===== src/rtl/cdb_arbiter_pkg.sv =====
// Shared bus widths, free-slot constants and producer port indices for the CDB arbiter.
package cdb_arbiter_pkg;

    localparam int DataBus = 32;
    localparam int TagBus  = 4;
    localparam int NameBus = 5;

    // A name of nameFree marks a result with no destination; it is never broadcast.
    localparam logic [TagBus-1:0]  tagFree  = 4'b0000;
    localparam logic [NameBus-1:0] nameFree = 5'b00000;
    localparam logic [DataBus-1:0] dataFree = 32'h0000_0000;

    localparam logic Enable  = 1'b1;
    localparam logic Disable = 1'b0;

    localparam int PORT_ALU = 0;
    localparam int PORT_LS  = 1;
    localparam int PORT_ROB = 2;

    function automatic logic is_free_name(input logic [NameBus-1:0] name);
        return (name == nameFree);
    endfunction

endpackage


===== src/rtl/cdb_arbiter_rr_picker.sv =====
// Combinational round-robin select: first set request bit at or after i_ptr, wrapping modulo NREQ.
module cdb_arbiter_rr_picker #(
    parameter int NREQ  = 3,
    parameter int PTR_W = 2
) (
    input  logic [NREQ-1:0]  i_req,
    input  logic [PTR_W-1:0] i_ptr,
    output logic [NREQ-1:0]  o_grant,
    output logic [PTR_W-1:0] o_idx,
    output logic             o_any
);

    int   w_cand;
    logic w_hit;

    // Scan i_ptr, i_ptr+1, ... and latch the first hit; later hits are masked by o_any.
    always_comb begin
        o_grant = {NREQ{1'b0}};
        o_idx   = {PTR_W{1'b0}};
        o_any   = 1'b0;
        w_cand  = 0;
        w_hit   = 1'b0;
        for (int k = 0; k < NREQ; k++) begin
            w_cand          = (int'(i_ptr) + k) % NREQ;
            w_hit           = ~o_any & i_req[w_cand];
            o_grant[w_cand] = o_grant[w_cand] | w_hit;
            o_idx           = w_hit ? PTR_W'(w_cand) : o_idx;
            o_any           = o_any | w_hit;
        end
    end

endmodule


===== src/rtl/cdb_arbiter.sv =====
// Shares the common data bus among ALU, load/store and ROB producers through
// one-entry holding buffers and a round-robin pick onto registered CDB outputs.
module cdb_arbiter
    import cdb_arbiter_pkg::*;
#(
    parameter int NREQ   = 3,
    parameter int DATA_W = DataBus,
    parameter int TAG_W  = TagBus,
    parameter int NAME_W = NameBus
) (
    input  logic                     clk,
    input  logic                     rst,
    input  logic                     flush,
    input  logic [NREQ-1:0]          req_valid,
    input  logic [NREQ*TAG_W-1:0]    req_tag,
    input  logic [NREQ*NAME_W-1:0]   req_name,
    input  logic [NREQ*DATA_W-1:0]   req_data,
    output logic [NREQ-1:0]          req_ready,
    output logic                     enCDBWrt,
    output logic [NAME_W-1:0]        CDBwrtName,
    output logic [TAG_W-1:0]         CDBwrtTag,
    output logic [DATA_W-1:0]        CDBwrtData
);

    localparam int PTR_W = (NREQ > 1) ? $clog2(NREQ) : 1;

    logic [NREQ-1:0]   r_buf_valid;
    logic [TAG_W-1:0]  r_buf_tag  [NREQ];
    logic [NAME_W-1:0] r_buf_name [NREQ];
    logic [DATA_W-1:0] r_buf_data [NREQ];
    logic [PTR_W-1:0]  r_rr_ptr;

    logic [NREQ-1:0]   w_grant;
    logic [PTR_W-1:0]  w_grant_idx;
    logic              w_grant_any;
    logic [NREQ-1:0]   w_load;
    logic [PTR_W-1:0]  w_ptr_next;

    // Grant depends only on buffer state, so req_ready never loops back through req_valid.
    cdb_arbiter_rr_picker #(
        .NREQ  (NREQ),
        .PTR_W (PTR_W)
    ) u_picker (
        .i_req   (r_buf_valid),
        .i_ptr   (r_rr_ptr),
        .o_grant (w_grant),
        .o_idx   (w_grant_idx),
        .o_any   (w_grant_any)
    );

    // Handshake: an empty buffer or one draining this cycle may take a new result.
    always_comb begin
        req_ready = {NREQ{1'b0}};
        w_load    = {NREQ{1'b0}};
        for (int i = 0; i < NREQ; i++) begin
            req_ready[i] = rst & ~flush & (~r_buf_valid[i] | w_grant[i]);
            w_load[i]    = req_valid[i] & req_ready[i]
                           & ~is_free_name(NameBus'(req_name[i*NAME_W +: NAME_W]));
        end
    end

    // Pointer advance past the granted port; NREQ need not be a power of two.
    always_comb begin
        if (w_grant_idx == PTR_W'(NREQ - 1)) begin
            w_ptr_next = {PTR_W{1'b0}};
        end else begin
            w_ptr_next = w_grant_idx + PTR_W'(1);
        end
    end

    // Holding buffers: refill wins over drain so back-to-back results from one port never stall.
    always_ff @(posedge clk) begin
        if (!rst) begin
            r_buf_valid <= {NREQ{1'b0}};
        end else if (flush) begin
            r_buf_valid <= {NREQ{1'b0}};
        end else begin
            for (int i = 0; i < NREQ; i++) begin
                if (w_load[i]) begin
                    r_buf_valid[i] <= 1'b1;
                    r_buf_tag[i]   <= req_tag[i*TAG_W +: TAG_W];
                    r_buf_name[i]  <= req_name[i*NAME_W +: NAME_W];
                    r_buf_data[i]  <= req_data[i*DATA_W +: DATA_W];
                end else if (w_grant[i]) begin
                    r_buf_valid[i] <= 1'b0;
                end
            end
        end
    end

    // CDB broadcast registers and round-robin pointer.
    always_ff @(posedge clk) begin
        if (!rst) begin
            enCDBWrt   <= Disable;
            CDBwrtName <= NAME_W'(nameFree);
            CDBwrtTag  <= TAG_W'(tagFree);
            CDBwrtData <= DATA_W'(dataFree);
            r_rr_ptr   <= {PTR_W{1'b0}};
        end else if (flush || !w_grant_any) begin
            enCDBWrt   <= Disable;
            CDBwrtName <= NAME_W'(nameFree);
            CDBwrtTag  <= TAG_W'(tagFree);
            CDBwrtData <= DATA_W'(dataFree);
        end else begin
            enCDBWrt   <= Enable;
            CDBwrtName <= r_buf_name[w_grant_idx];
            CDBwrtTag  <= r_buf_tag[w_grant_idx];
            CDBwrtData <= r_buf_data[w_grant_idx];
            r_rr_ptr   <= w_ptr_next;
        end
    end

endmodule


===== config.mk =====
export PLATFORM = sky130hd
export DESIGN_NAME = cdb_arbiter
export DESIGN_NICKNAME = d
export VERILOG_FILES = /design/src/rtl/cdb_arbiter_pkg.sv /design/src/rtl/cdb_arbiter_rr_picker.sv /design/src/rtl/cdb_arbiter.sv
export SDC_FILE = /design/constraint.sdc
export NUM_CORES = 1
export LEC_CHECK = 0
export ABC_AREA = 1
export CAP_MARGIN = 20
export CORE_ASPECT_RATIO = 2
export CORE_MARGIN = 5
export CORE_UTILIZATION = 45
export CTS_BUF_LIST = sky130_fd_sc_hd__clkbuf_16
export DETAILED_ROUTE_END_ITERATION = 8
export GPL_TIMING_DRIVEN = 0
export PLACE_DENSITY_LB_ADDON = 0.1
export SETUP_SLACK_MARGIN = 0.3
export SLEW_MARGIN = 25
export SYNTH_ARGS = -nofsm -noshare
export SYNTH_HDL_FRONTEND = slang
export SYNTH_SLANG_ARGS = --single-unit

===== constraint.sdc =====
create_clock -name clk -period 9.3 [get_ports clk]
set_input_delay 1.86 -clock clk [delete_from_list [all_inputs] [get_ports clk]]
set_output_delay 1.86 -clock clk [all_outputs]
set_load 0.005 [all_outputs]

; Word level (Yosys, flattened, before mapping)
; Memory sizes are Yosys's and may differ from the RTL's. A register that Yosys moved wholly into a read port is not among the register bits.
; Index checks and enable logic that the tools add are counted.
[totals]
output_inout_bits = 45
ramBits = 123
register_bits = 6
latchBits = 0
romBits = 0
mem_count = 3
[memory_table]
columns = memory, words, word_bits, rd, rd_clocked_by_memory_dff, write_ports, line
row1 = r_buf_data, 3, 32, 1, 1, 3, cdb_arbiter.sv:30  ; logic [DATA_W-1:0] r_buf_data [NREQ];
row2 = r_buf_name, 3, 5, 1, 1, 3, cdb_arbiter.sv:29  ; logic [NAME_W-1:0] r_buf_name [NREQ];
row3 = r_buf_tag, 3, 4, 1, 1, 3, cdb_arbiter.sv:28  ; logic [TAG_W-1:0] r_buf_tag [NREQ];
[op_classes]
mul = 0
add_sub_neg = 3
n_bitwise = 31
order_cmp = 6
n_mux = 49
n_eq_ne = 1
reduce_logical = 13
shifts = 0
div_mod_pow = 3
[op_table]
columns = op, n
row1 = 32-bit by 1-bit >= comparator with 1-bit output (second input constant), 3
row2 = 32-bit by 4-bit < comparator with 1-bit output (second input constant), 3
row3 = 32-bit by 3-bit modulo with 32-bit output (second input constant), 2
row4 = 1-bit 2-to-1 mux, 34
row5 = 3-bit by 3-bit modulo with 32-bit output (second input constant), 1
row6 = 5-bit zero test, 3
row7 = 1-bit bitwise AND, 12
row8 = 1-bit binary-select mux with 2-bit select, 6
row9 = 1-bit inverter, 10
row10 = 2-bit 2-to-1 mux, 4
row11 = 1-bit OR, 8
row12 = 3-bit bitwise mux, 2
row13 = 1-bit demux with 2-bit select, 3
row14 = 2-bit nonzero test, 3
row15 = 2-bit OR reduction, 2
row16 = 2-bit by 1-bit adder with 3-bit output (second input constant), 1
row17 = 2-bit by 2-bit adder with 3-bit output (second input constant), 1
row18 = 3-bit bitwise AND, 1
row19 = 1-bit logical AND, 3
row20 = 2-bit by 1-bit adder with 2-bit output (second input constant), 1
row21 = 2-bit equality test (second input constant), 1
row22 = 1-bit zero test, 1
row23 = 1-bit logical OR, 1

; Longest topological paths before layout
; Gate-level depths: netlist (run 1).
[depth]
depth_word = 24
ltp_mapped = 16
ltp_nobuf = 15

; Modules after synthesis
; A second synthesis (run 1) with hierarchy kept.
[hier_totals]
hier_cells = 551
area_unflattened_um2 = 6294.8
[modules_own_cells]
columns = mod, instances, cells_each, area_each_um2
row1 = cdb_arbiter, 1, 481, 5933.2
row2 = cdb_arbiter_rr_picker, 1, 70, 361.6

; Worst setup path before layout (run 1)
; OpenSTA, ideal clock, no wires.
[synth_path]
path_type = input port to flip-flop
start = input flush
end = memory r_buf_data[1][0] in the netlist's numbering, enable pin
arrival_time_ns = 3.895
setup_time_ns = 0.440
n_path_buf = 0
stages = 5
path_slack_ns = 4.965
cell_sequence = inv_1 nand2_1 inv_1 nand2_1 nor2_1
[synth_lines]
columns = item, line
row1 = start: declaration, cdb_arbiter.sv:13  ; input logic flush,
row2 = end: declaration, cdb_arbiter.sv:30

; Worst setup path in the final report (run 1)
[layout_path]
start = input rst
end = output req_ready[0]
[layout_between]
elab_chain_len = 2
[layout_lines]
columns = item, line
row1 = start: declaration, cdb_arbiter.sv:12  ; input logic rst,
row2 = 1-bit bitwise AND (2 in series), cdb_arbiter.sv:56  ; req_ready[i] = rst & ~flush & (~r_buf_valid[i] | w_grant[i]);
row3 = end: declaration, cdb_arbiter.sv:18  ; output logic [NREQ-1:0] req_ready,
; Every way passes these cells.

==> results of run 1 <==
path summary, 6_finish.rpt:
path	slack, ns	cells after the start	endpoint
min	0.54	4	CDBwrtData[25]$_SDFF_PP0_
max	4.04	6	req_ready[0]
max reg2reg	6.32	14	r_buf_data[0][3]$_DFFE_PP_
min reg2reg	0.54	4	CDBwrtData[25]$_SDFF_PP0_
power groups by stage:
stage                     registers [uW]  logic (uW)  clock network (uW)
after floorplan                      951         553                   0
after global placement               944         896                   0
after detailed placement             944         911                   0
after CTS                            928         916                 642
after global routing                 935        1000                 672
final                                927         905                 624
cells in the mapped netlist (all sizes together):
cell type / count
or2: 4
inv: 59
o41ai: 3
nand3: 104
a21oi: 37
a21boi: 2
dfxtp: 47
ha: 3
clkbuf: 1
nor2: 9
o21ai: 6
buf: 23
edfxtp: 123
nand2: 114
nand4: 1
state kept, by name, indices dropped and copies added, names as in the netlist:
register and cells:
enCDBWrt 1, r_buf_data 96, r_buf_valid 3, r_buf_name 15
CDBwrtTag 4, r_buf_tag 12, CDBwrtData 32, CDBwrtName 5
r_rr_ptr 2
routing by layer:
layer,track usage [%],up-vias
li1,-,2227
met1,20.1,2134
met2,33.9,179
met3,4.31,32
met4,8.27,0
met5,0,-
kinds of logic (layout without fill, tap and decap cells):
group	after synthesis	count (layout)	synth area share [%]
other cells	0	1	0
compound gates	48	48	5.05
flops	170	170	69.8
simple gates	232	232	18.3
fa+ha+maj	3	3	0.565
buf+inv	83	290	6.31
worst register-to-register path: cells and delay by family (launching register included):
family                     cells  cell delay, ns
and+or+nand+nor                9            1.37
adders and majority gates      1            0.30
DFF                            1            0.38
buffers and inverters          4            0.65
per-stage QoR:
stage          hold slack (ns)  setup slack (ns)  instances  power [uW]
2_1_floorplan            0.481              4.97        536        1500
3_3_place_gp             0.528              3.29        901        1840
3_5_place_dp             0.529              4.07        904        1860
4_1_cts                  0.540              4.06        935        2490
5_1_grt                  0.561              3.93        936        2610
6_report                 0.540              4.04        936        2460
final cells by class:
type | instances | area share [%]
Inverter | 59 | 2.40
Tap cell | 192 | 2.60
Clock inverter | 14 | 1.06
Timing Repair Buffer | 176 | 19.6
Clock buffer | 17 | 4.61
Sequential cell | 170 | 50.2
Antenna cell | 1 | 0.0271
Multi-Input combinational cell | 283 | 17.4
Buffer | 24 | 2.14
==> qor.yml, run 1 <==
synthToLayoutAreaGrowth_pct: 39.1
cts_resized: 0
wl_met2_um: 8790
met3WireLength_um: 969
multi_input_area_um2: 1610
via_count: 4572
endpoint_kind: "output port"
hold_viol: 0
insertion_delay_ns: 0.41
synth_largest_area_cell: "edfxtp_1"
swShare_pct: 32.9
wl_per_cell_um: 16.9
nets: 863
status: "completed"
cts_tree: "yes"
grt_pass1_vias: 4783
grt_max_degree: 24
synth_warnings: 0
slew_headroom_pct: 43.4
critPathBufInv: 4
postCtsSetupBuffers: 0
track_usage_pct: 18.7
crit_type: "input port to output port"
synthCells: 536
ys_types: 26
dpl-instance-area_um2: 8710
dp_hpwl_um: 11800
synth_top_area_share_pct: 55.6
fillCellCount: 1170
final_area_um2: 9230
finalCritPeriodShare_pct: 56.5
avgSynthCellArea_um2: 12.4
crit_fanout: 4
path_delay_family: "buffers and inverters"
fmax_mhz: 190
place_congestion: 0.900
power.share.sequential_pct: 37.7
powerDensity_nw_per_um2: 266
routed_via_density: 4.88
drv_cap: 0
die_w_um: 95.9
finalSetupViolCount: 0
arrival_ns: 3.40
leakage_uw: 0.00356
cts_inserted_buffers: 17
skew_ns: 0.00868
path_clk_slew_ns: 0.06
cpMaxStageDelayCell: "clkdlybuf4s50_1"
portBuffers: 173
p_sw_uw: 807
required_ns: 7.44
peakVddDrop_mv: 0.164
clockBufferDepth: 2
p_clk_share_pct: 25.4
synth.ff_latch_count: 170
dr.first_iter.drc_count: 190
root_buffer: "clkbuf_16"
tightest_slew_ns: 0.838
top_layer: "met4"
min_from: "r_buf_data[2][25]$_DFFE_PP_"
regToRegStartpoint: "r_rr_ptr[0]$_SDFFE_PN0P_"
initial_core_util_pct: 46.0
die_area_um2: 17400
grt_pass1_wl_um: 24300
antenna_found_initial: 1
finalSetupTns_ns: 0
final_cell_mix: "clkdlybuf4s50_1, edfxtp_1, nand2_1, nand3_1, inv_1"
slowest_delay_ns: 0.58
post-route-util_pct: 64.0
rows: 62
period_needed_ns: 5.26
clock-sinks: 170
comb_power_share_pct: 36.8
p_int_uw: 1650
synth_nets: 668
drc: 0
hold_buffers: 0
postRouteAntennaNets: 0
drive_above_1_share_pct: 17.0
syn_area_um2: 6640
crit_start: "rst"
finalWirelength_um: 15800
startpoint_type: "input port"
wl_met1_um: 5610
mostFrequentLayoutCell: "clkdlybuf4s50_1"
slew_viol_final: 0
rsz0062_at_grt: "no"
die_y_um: 182
hold_path_class: "register to register"
grt_overflow: 0
synth.area.top_cells: "edfxtp_1, dfxtp_1, nand2_1, nand3_1, nand3_2"
cts.htree.levels: 4
pin_count: 174
crit_chain: "clkdlybuf4s50_1, nand2_1, inv_1, nand2_1, inv_1, clkdlybuf4s50_1"
coreArea_um2: 14400
ys_seq_area_share_pct: 69.8
seqCellArea_um2: 4630
drt_first_pass_iters: 5
No activity file was read; power rests on OpenSTA's default activity.
==> run 2: changes to the inputs <==
Settings changed: CORE_UTILIZATION 45 to 44.
Clock period 9.3 ns to 4.31 ns, I/O delays scaled along.
==> run 2 against run 1 <==
Non-clock buffer count grew 2. Routed wire length grew 2.8%. Sequential power grew 120%. Critical path depth grew 8. First-iteration DRC count shrank 14%. Cell count grew 0.53%. Critical path type is now register to output port. Largest power group unchanged.
==> qor.yml, run 2 (synthesis gave the netlist of run 1 again) <==
coreArea_um2: 14800  # +2.7%
root_buffer: "clkbuf_16"
finalSetupViolCount: 0  # unchanged
fmax_mhz: 271
drive_above_1_share_pct: 17.7  # +0.74 points
portBuffers: 173  # unchanged
pin_count: 174  # unchanged
crit_fanout: 6  # +2
drc: 0  # unchanged
cts_resized: 0  # unchanged
leakage_uw: 0.00358  # +0.38%
grt_max_degree: 23  # -4.2%
antenna_cells: 0  # -1
slew_viol_final: 0  # unchanged
dpl-instance-area_um2: 8740  # +0.39%
drt_first_pass_iters: 6  # +1
die_area_um2: 17800  # +2.1%
crit_type: "register to output port"
die_w_um: 96.9  # +1.0%
path_clk_slew_ns: 0.07  # about the same
clock-sinks: 170  # unchanged
track_usage_pct: 18.6  # -0.16 points
final_cell_mix: "clkdlybuf4s50_1, edfxtp_1, nand2_1, nand3_1, inv_1"
drv_cap: 0  # unchanged
startpoint_type: "register"
fin_ws_ns: 0.622  # -3.42 ns
postRouteAntennaNets: 0  # unchanged
dp_hpwl_um: 12100  # +2.3%
peakVddDrop_mv: 0.306  # +86%
hold_viol: 0  # unchanged
mostFrequentLayoutCell: "clkdlybuf4s50_1"
pre_cts_slack_ns: 1.08  # -2.99 ns
grt_pass1_wl_um: 25000  # +2.9%
wl_per_cell_um: 17.3  # +2.3%
via_count: 4548  # -0.52%
routed_via_density: 4.83  # -1.1%
seqCellArea_um2: 4630  # unchanged
regMostFlops: "r_buf_data"
top_regs: "r_buf_data x96, CDBwrtData x32, r_buf_name x15"
fillCellCount: 1253  # +7.1%
hold_path_class: "register to register"
total_power_uw: 5420  # +120%
insertion_delay_ns: 0.41  # about the same
finalCritPeriodShare_pct: 85.6
required_ns: 3.45  # -3.99 ns
synthToLayoutAreaGrowth_pct: 40.2
clockBufferDepth: 2  # unchanged
antenna_found_initial: 0  # -1
multi_input_area_um2: 1610  # unchanged
period_needed_ns: 3.69
nets: 865  # +0.23%
postCtsSetupBuffers: 0  # unchanged
rows: 63  # +1.6%
die_y_um: 184  # +1.1%
arrival_ns: 2.83  # -0.57 ns
cts_tree: "yes"
status: "completed"
place_congestion: 0.873  # -3.1%
final_area_um2: 9310  # +0.80%
slew_headroom_pct: 40.7  # -2.7 points
finalWirelength_um: 16200  # +2.8%
endpoint_kind: "output port"
finalSetupTns_ns: 0  # unchanged
rsz0062_at_grt: "no"
powerDensity_nw_per_um2: 582  # +120%
initial_core_util_pct: 44.8  # -1.2 points
cts_inserted_buffers: 17  # unchanged
grt_overflow: 0  # unchanged
hold_buffers: 0  # unchanged
skew_ns: 0.0101  # +0.00141 ns
cts.htree.levels: 4  # unchanged
tightest_slew_ns: 0.878  # +0.0393 ns
largest_register_ffs: 96  # unchanged
grt_pass1_vias: 4948  # +3.4%
dr.first_iter.drc_count: 164  # -14%
[run 2: path summary, 6_finish.rpt]
path | startpoint | end | slack [ns] | cells after the start
min | r_buf_valid[2]$_SDFFE_PP0P_ | r_buf_valid[2]$_SDFFE_PP0P_ | 0.53 | 2
max reg2reg | r_rr_ptr[0]$_SDFFE_PN0P_ | r_buf_data[2][21]$_DFFE_PP_ | 1.34 | 13
min reg2reg | r_buf_valid[2]$_SDFFE_PP0P_ | r_buf_valid[2]$_SDFFE_PP0P_ | 0.53 | 2
max | r_rr_ptr[0]$_SDFFE_PN0P_ | req_ready[1] | 0.62 | 14
[run 2: where the power goes]
group          internal, uW  switching (uW)  total, uW
registers              1950            59.1       2010
logic                   838            1120       1960
clock network           807             646       1450
[run 2: critical path: stages (launching register included)]
cell,delay [ns]
dfxtp_1,0.38
inv_1,0.06
ha_1,0.39
inv_2,0.15
nand2_2,0.08
nor2_4,0.12
inv_2,0.05
nand2_4,0.10
nand3_1,0.12
nand3_1,0.12
nand2_1,0.05
nand2_1,0.10
nand2_1,0.11
inv_1,0.07
clkdlybuf4s50_1,0.50
[run 2: per-layer routing]
| metal | track usage (%) | wire [um] | share of wire (%) |
|---|---|---|---|
| met1 | 19.3 | 5970 | 37 |
| met2 | 36.1 | 9370 | 58 |
| met3 | 3.72 | 635 | 3.9 |
| met4 | 7.26 | 274 | 1.7 |
| met5 | 0 | 0 | 0 |
[run 2: through the flow]
stage | hold WS (ns) | std cells | util, %
floorplan | 0.481 | 536 | -
global placement | 0.526 | 904 | 58.1
detailed placement | 0.523 | 909 | 59.0
CTS | 0.533 | 941 | 62.8
global route | 0.560 | 941 | 62.8
finish | 0.531 | 941 | 62.8
[run 2: final cells by class]
cell class	instances	share of cell area, %
flip-flops and latches	170	49.8
repair buffers	178	19.7
multi-input cells	283	17.3
clock buffers	17	4.57
well taps	195	2.62
inverters	59	2.38
plain buffers	24	2.12
clock inverters	15	1.51
==> run 3: changes to the inputs <==
Settings changed: REMOVE_ABC_BUFFERS set to 1.
==> run 3 against run 2 <==
Maximum frequency decreased by 2.3%. Clock power about the same. Register-to-register slack got worse by 0.26 ns. Largest power group unchanged.
==> qor.yml, run 3 (synthesis gave the netlist of run 1 again) <==
dp_hpwl_um: 11600  # -4.0%
track_usage_pct: 19.5  # +0.89 points
grt_max_degree: 44  # +91%
crit_fanout: 6  # unchanged
p_int_uw: 3490  # -2.9%
power.share.sequential_pct: 37.8  # +0.8 points
drt_first_pass_iters: 5  # -1
root_buffer: "clkbuf_16"
required_ns: 3.45  # about the same
startpoint_type: "register"
swShare_pct: 34.2  # +0.45 points
slew_viol_final: 0  # unchanged
largest_register_ffs: 96  # unchanged
synthToLayoutAreaGrowth_pct: 39.0
grt_pass1_vias: 4893  # -1.1%
cts_resized: 0  # unchanged
finalSetupViolCount: 0  # unchanged
min_from: "r_buf_data[2][15]$_DFFE_PP_"
cts_tree: "yes"
pre_cts_slack_ns: 0.585  # -0.491 ns
antenna_cells: 0  # unchanged
seqCellArea_um2: 4630  # unchanged
final_cell_mix: "clkdlybuf4s50_1, edfxtp_1, nand2_1, nand3_1, inv_1"
endpoint_kind: "output port"
grt_overflow: 0  # unchanged
clock-sinks: 170  # unchanged
slowest_delay_ns: 0.49  # about the same
die_w_um: 96.9  # unchanged
die_y_um: 184  # unchanged
path_clk_slew_ns: 0.06  # about the same
postCtsSetupBuffers: 0  # unchanged
comb_power_share_pct: 35.4  # -0.8 points
drive_above_1_share_pct: 15.4  # -2.2 points
drv_cap: 0  # unchanged
fillCellCount: 1259  # +0.48%
dr.first_iter.drc_count: 175  # +6.7%
dp_cells: 888  # -2.3%
fin_ws_ns: 0.534  # -0.0884 ns
multi_input_area_um2: 1620  # +0.93%
portBuffers: 173  # unchanged
cts_inserted_buffers: 17  # unchanged
crit_type: "register to output port"
fmax_mhz: 265  # -2.3%
finalWirelength_um: 17000  # +4.7%
crit_top_cell: "nand2_1"
arrival_ns: 2.91  # +0.08 ns
tightest_slew_ns: 1.01  # +0.128 ns
hold_path_class: "register to register"
slew_headroom_pct: 32.1  # -8.6 points
regMostFlops: "r_buf_data"
hold_buffers: 0  # unchanged
grt_pass1_wl_um: 26000  # +4.1%
crit_start: "r_rr_ptr[0]$_SDFFE_PN0P_"
mostFrequentLayoutCell: "clkdlybuf4s50_1"
antenna_found_initial: 0  # unchanged
via_count: 4564  # +0.35%
routed_via_density: 4.96  # +2.6%
p_sw_uw: 1810  # -0.96%
cts.htree.levels: 4  # unchanged
coreArea_um2: 14800  # unchanged
leakage_uw: 0.00351  # -1.9%
skew_ns: 0.0104  # +0.000312 ns
rsz0062_at_grt: "no"
top_regs: "r_buf_data x96, CDBwrtData x32, r_buf_name x15"
p_clk_share_pct: 26.8  # about the same
nets: 844  # -2.4%
clockBufferDepth: 2  # unchanged
period_needed_ns: 3.78  # +0.0884 ns
powerDensity_nw_per_um2: 574  # -1.4%
finalSetupTns_ns: 0  # unchanged
postRouteAntennaNets: 0  # unchanged
cpMaxStageDelayCell: "clkdlybuf4s50_1"
final_area_um2: 9230  # -0.83%
pin_count: 174  # unchanged
crit_chain: "inv_1, ha_1, inv_2, nand2_2, nor2_4, inv_2, nand2_4, nand3_1, nand3_1, nand2_1, nand2_1, nand2_1, inv_1, clkdlybuf4s50_1"
finalCritPeriodShare_pct: 87.6  # +2.1 points
drc: 0  # unchanged
die_area_um2: 17800  # unchanged
peakVddDrop_mv: 0.353  # +15%
initial_core_util_pct: 44.8  # unchanged
regToRegStartpoint: "r_rr_ptr[0]$_SDFFE_PN0P_"
status: "completed"
finalNonFillerCells: 920  # -2.2%
dpl-instance-area_um2: 8660  # -0.94%
place_congestion: 0.802  # -8.0%
insertion_delay_ns: 0.42  # about the same
rows: 63  # unchanged
hold_viol: 0  # unchanged
wl_per_cell_um: 18.5  # +7.1%
==> run 3: changes by cell type in the layout (fill, tap and decap cells not counted), moves of 2 or more <==
cell	before	now
clkinv_4	2	5
buf_6	11	0
nand3_2	25	23
buf_2	8	0
inv_6	4	0
buf_8	2	0
buf_16	2	8
clkinv_2	1	3
nand3_4	1	3
buf_4	4	0
==> run 3: layer usage <==
| metal | global-route usage, % | vias up | share of wire (%) |
|---|---|---|---|
| li1 | - | 2187 | - |
| met1 | 19.0 | 2171 | 34 |
| met2 | 38.3 | 172 | 58 |
| met3 | 4.33 | 34 | 5.3 |
| met4 | 8.55 | 0 | 2.9 |
| met5 | 0 | - | 0 |
==> run 3: final timing paths <==
path                                     to  slack, ns  cells after the start
hold / removal    CDBwrtData[15]$_SDFF_PP0_       0.54                      4
setup / recovery               req_ready[1]       0.53                     14
setup reg to reg   CDBwrtName[0]$_SDFF_PP0_       1.08                     13
hold reg to reg   CDBwrtData[15]$_SDFF_PP0_       0.54                      4
==> run 3: final cells by class <==
| class | instances | share of cell area (%) |
|---|---|---|
| Clock inverter | 15 | 1.41 |
| Sequential cell | 170 | 50.2 |
| Multi-Input combinational cell | 283 | 17.6 |
| Clock buffer | 17 | 4.61 |
| Timing Repair Buffer | 181 | 21.1 |
| Inverter | 59 | 2.40 |
| Tap cell | 195 | 2.64 |
==> run 3: power groups by stage <==
| stage | clock network [uW] | logic (uW) | registers (uW) |
|---|---|---|---|
| global placement | 0 | 1770 | 2040 |
| global route | 1530 | 2070 | 2020 |
| finish | 1420 | 1870 | 2000 |
| CTS | 1450 | 1900 | 2000 |
| floorplan | 0 | 999 | 2050 |
| detailed placement | 0 | 1890 | 2040 |
==> run 3: metrics by stage <==
step	total power [uW]	hold WS, ns	util, %
after floorplan	3050	0.481	-
after global placement	3810	0.516	56.8
final	5290	0.540	62.3
after detailed placement	3930	0.527	58.4
after global routing	5610	0.565	62.3
after CTS	5360	0.543	62.2
==> run 3: critical path, delay by kind of cell, from the launching register on <==
family	cells	cell delay (ns)
flip-flops	1	0.39
adder cells (fa/ha/maj)	1	0.39
AND/OR/NAND/NOR	8	0.88
buffers and inverters	5	0.82
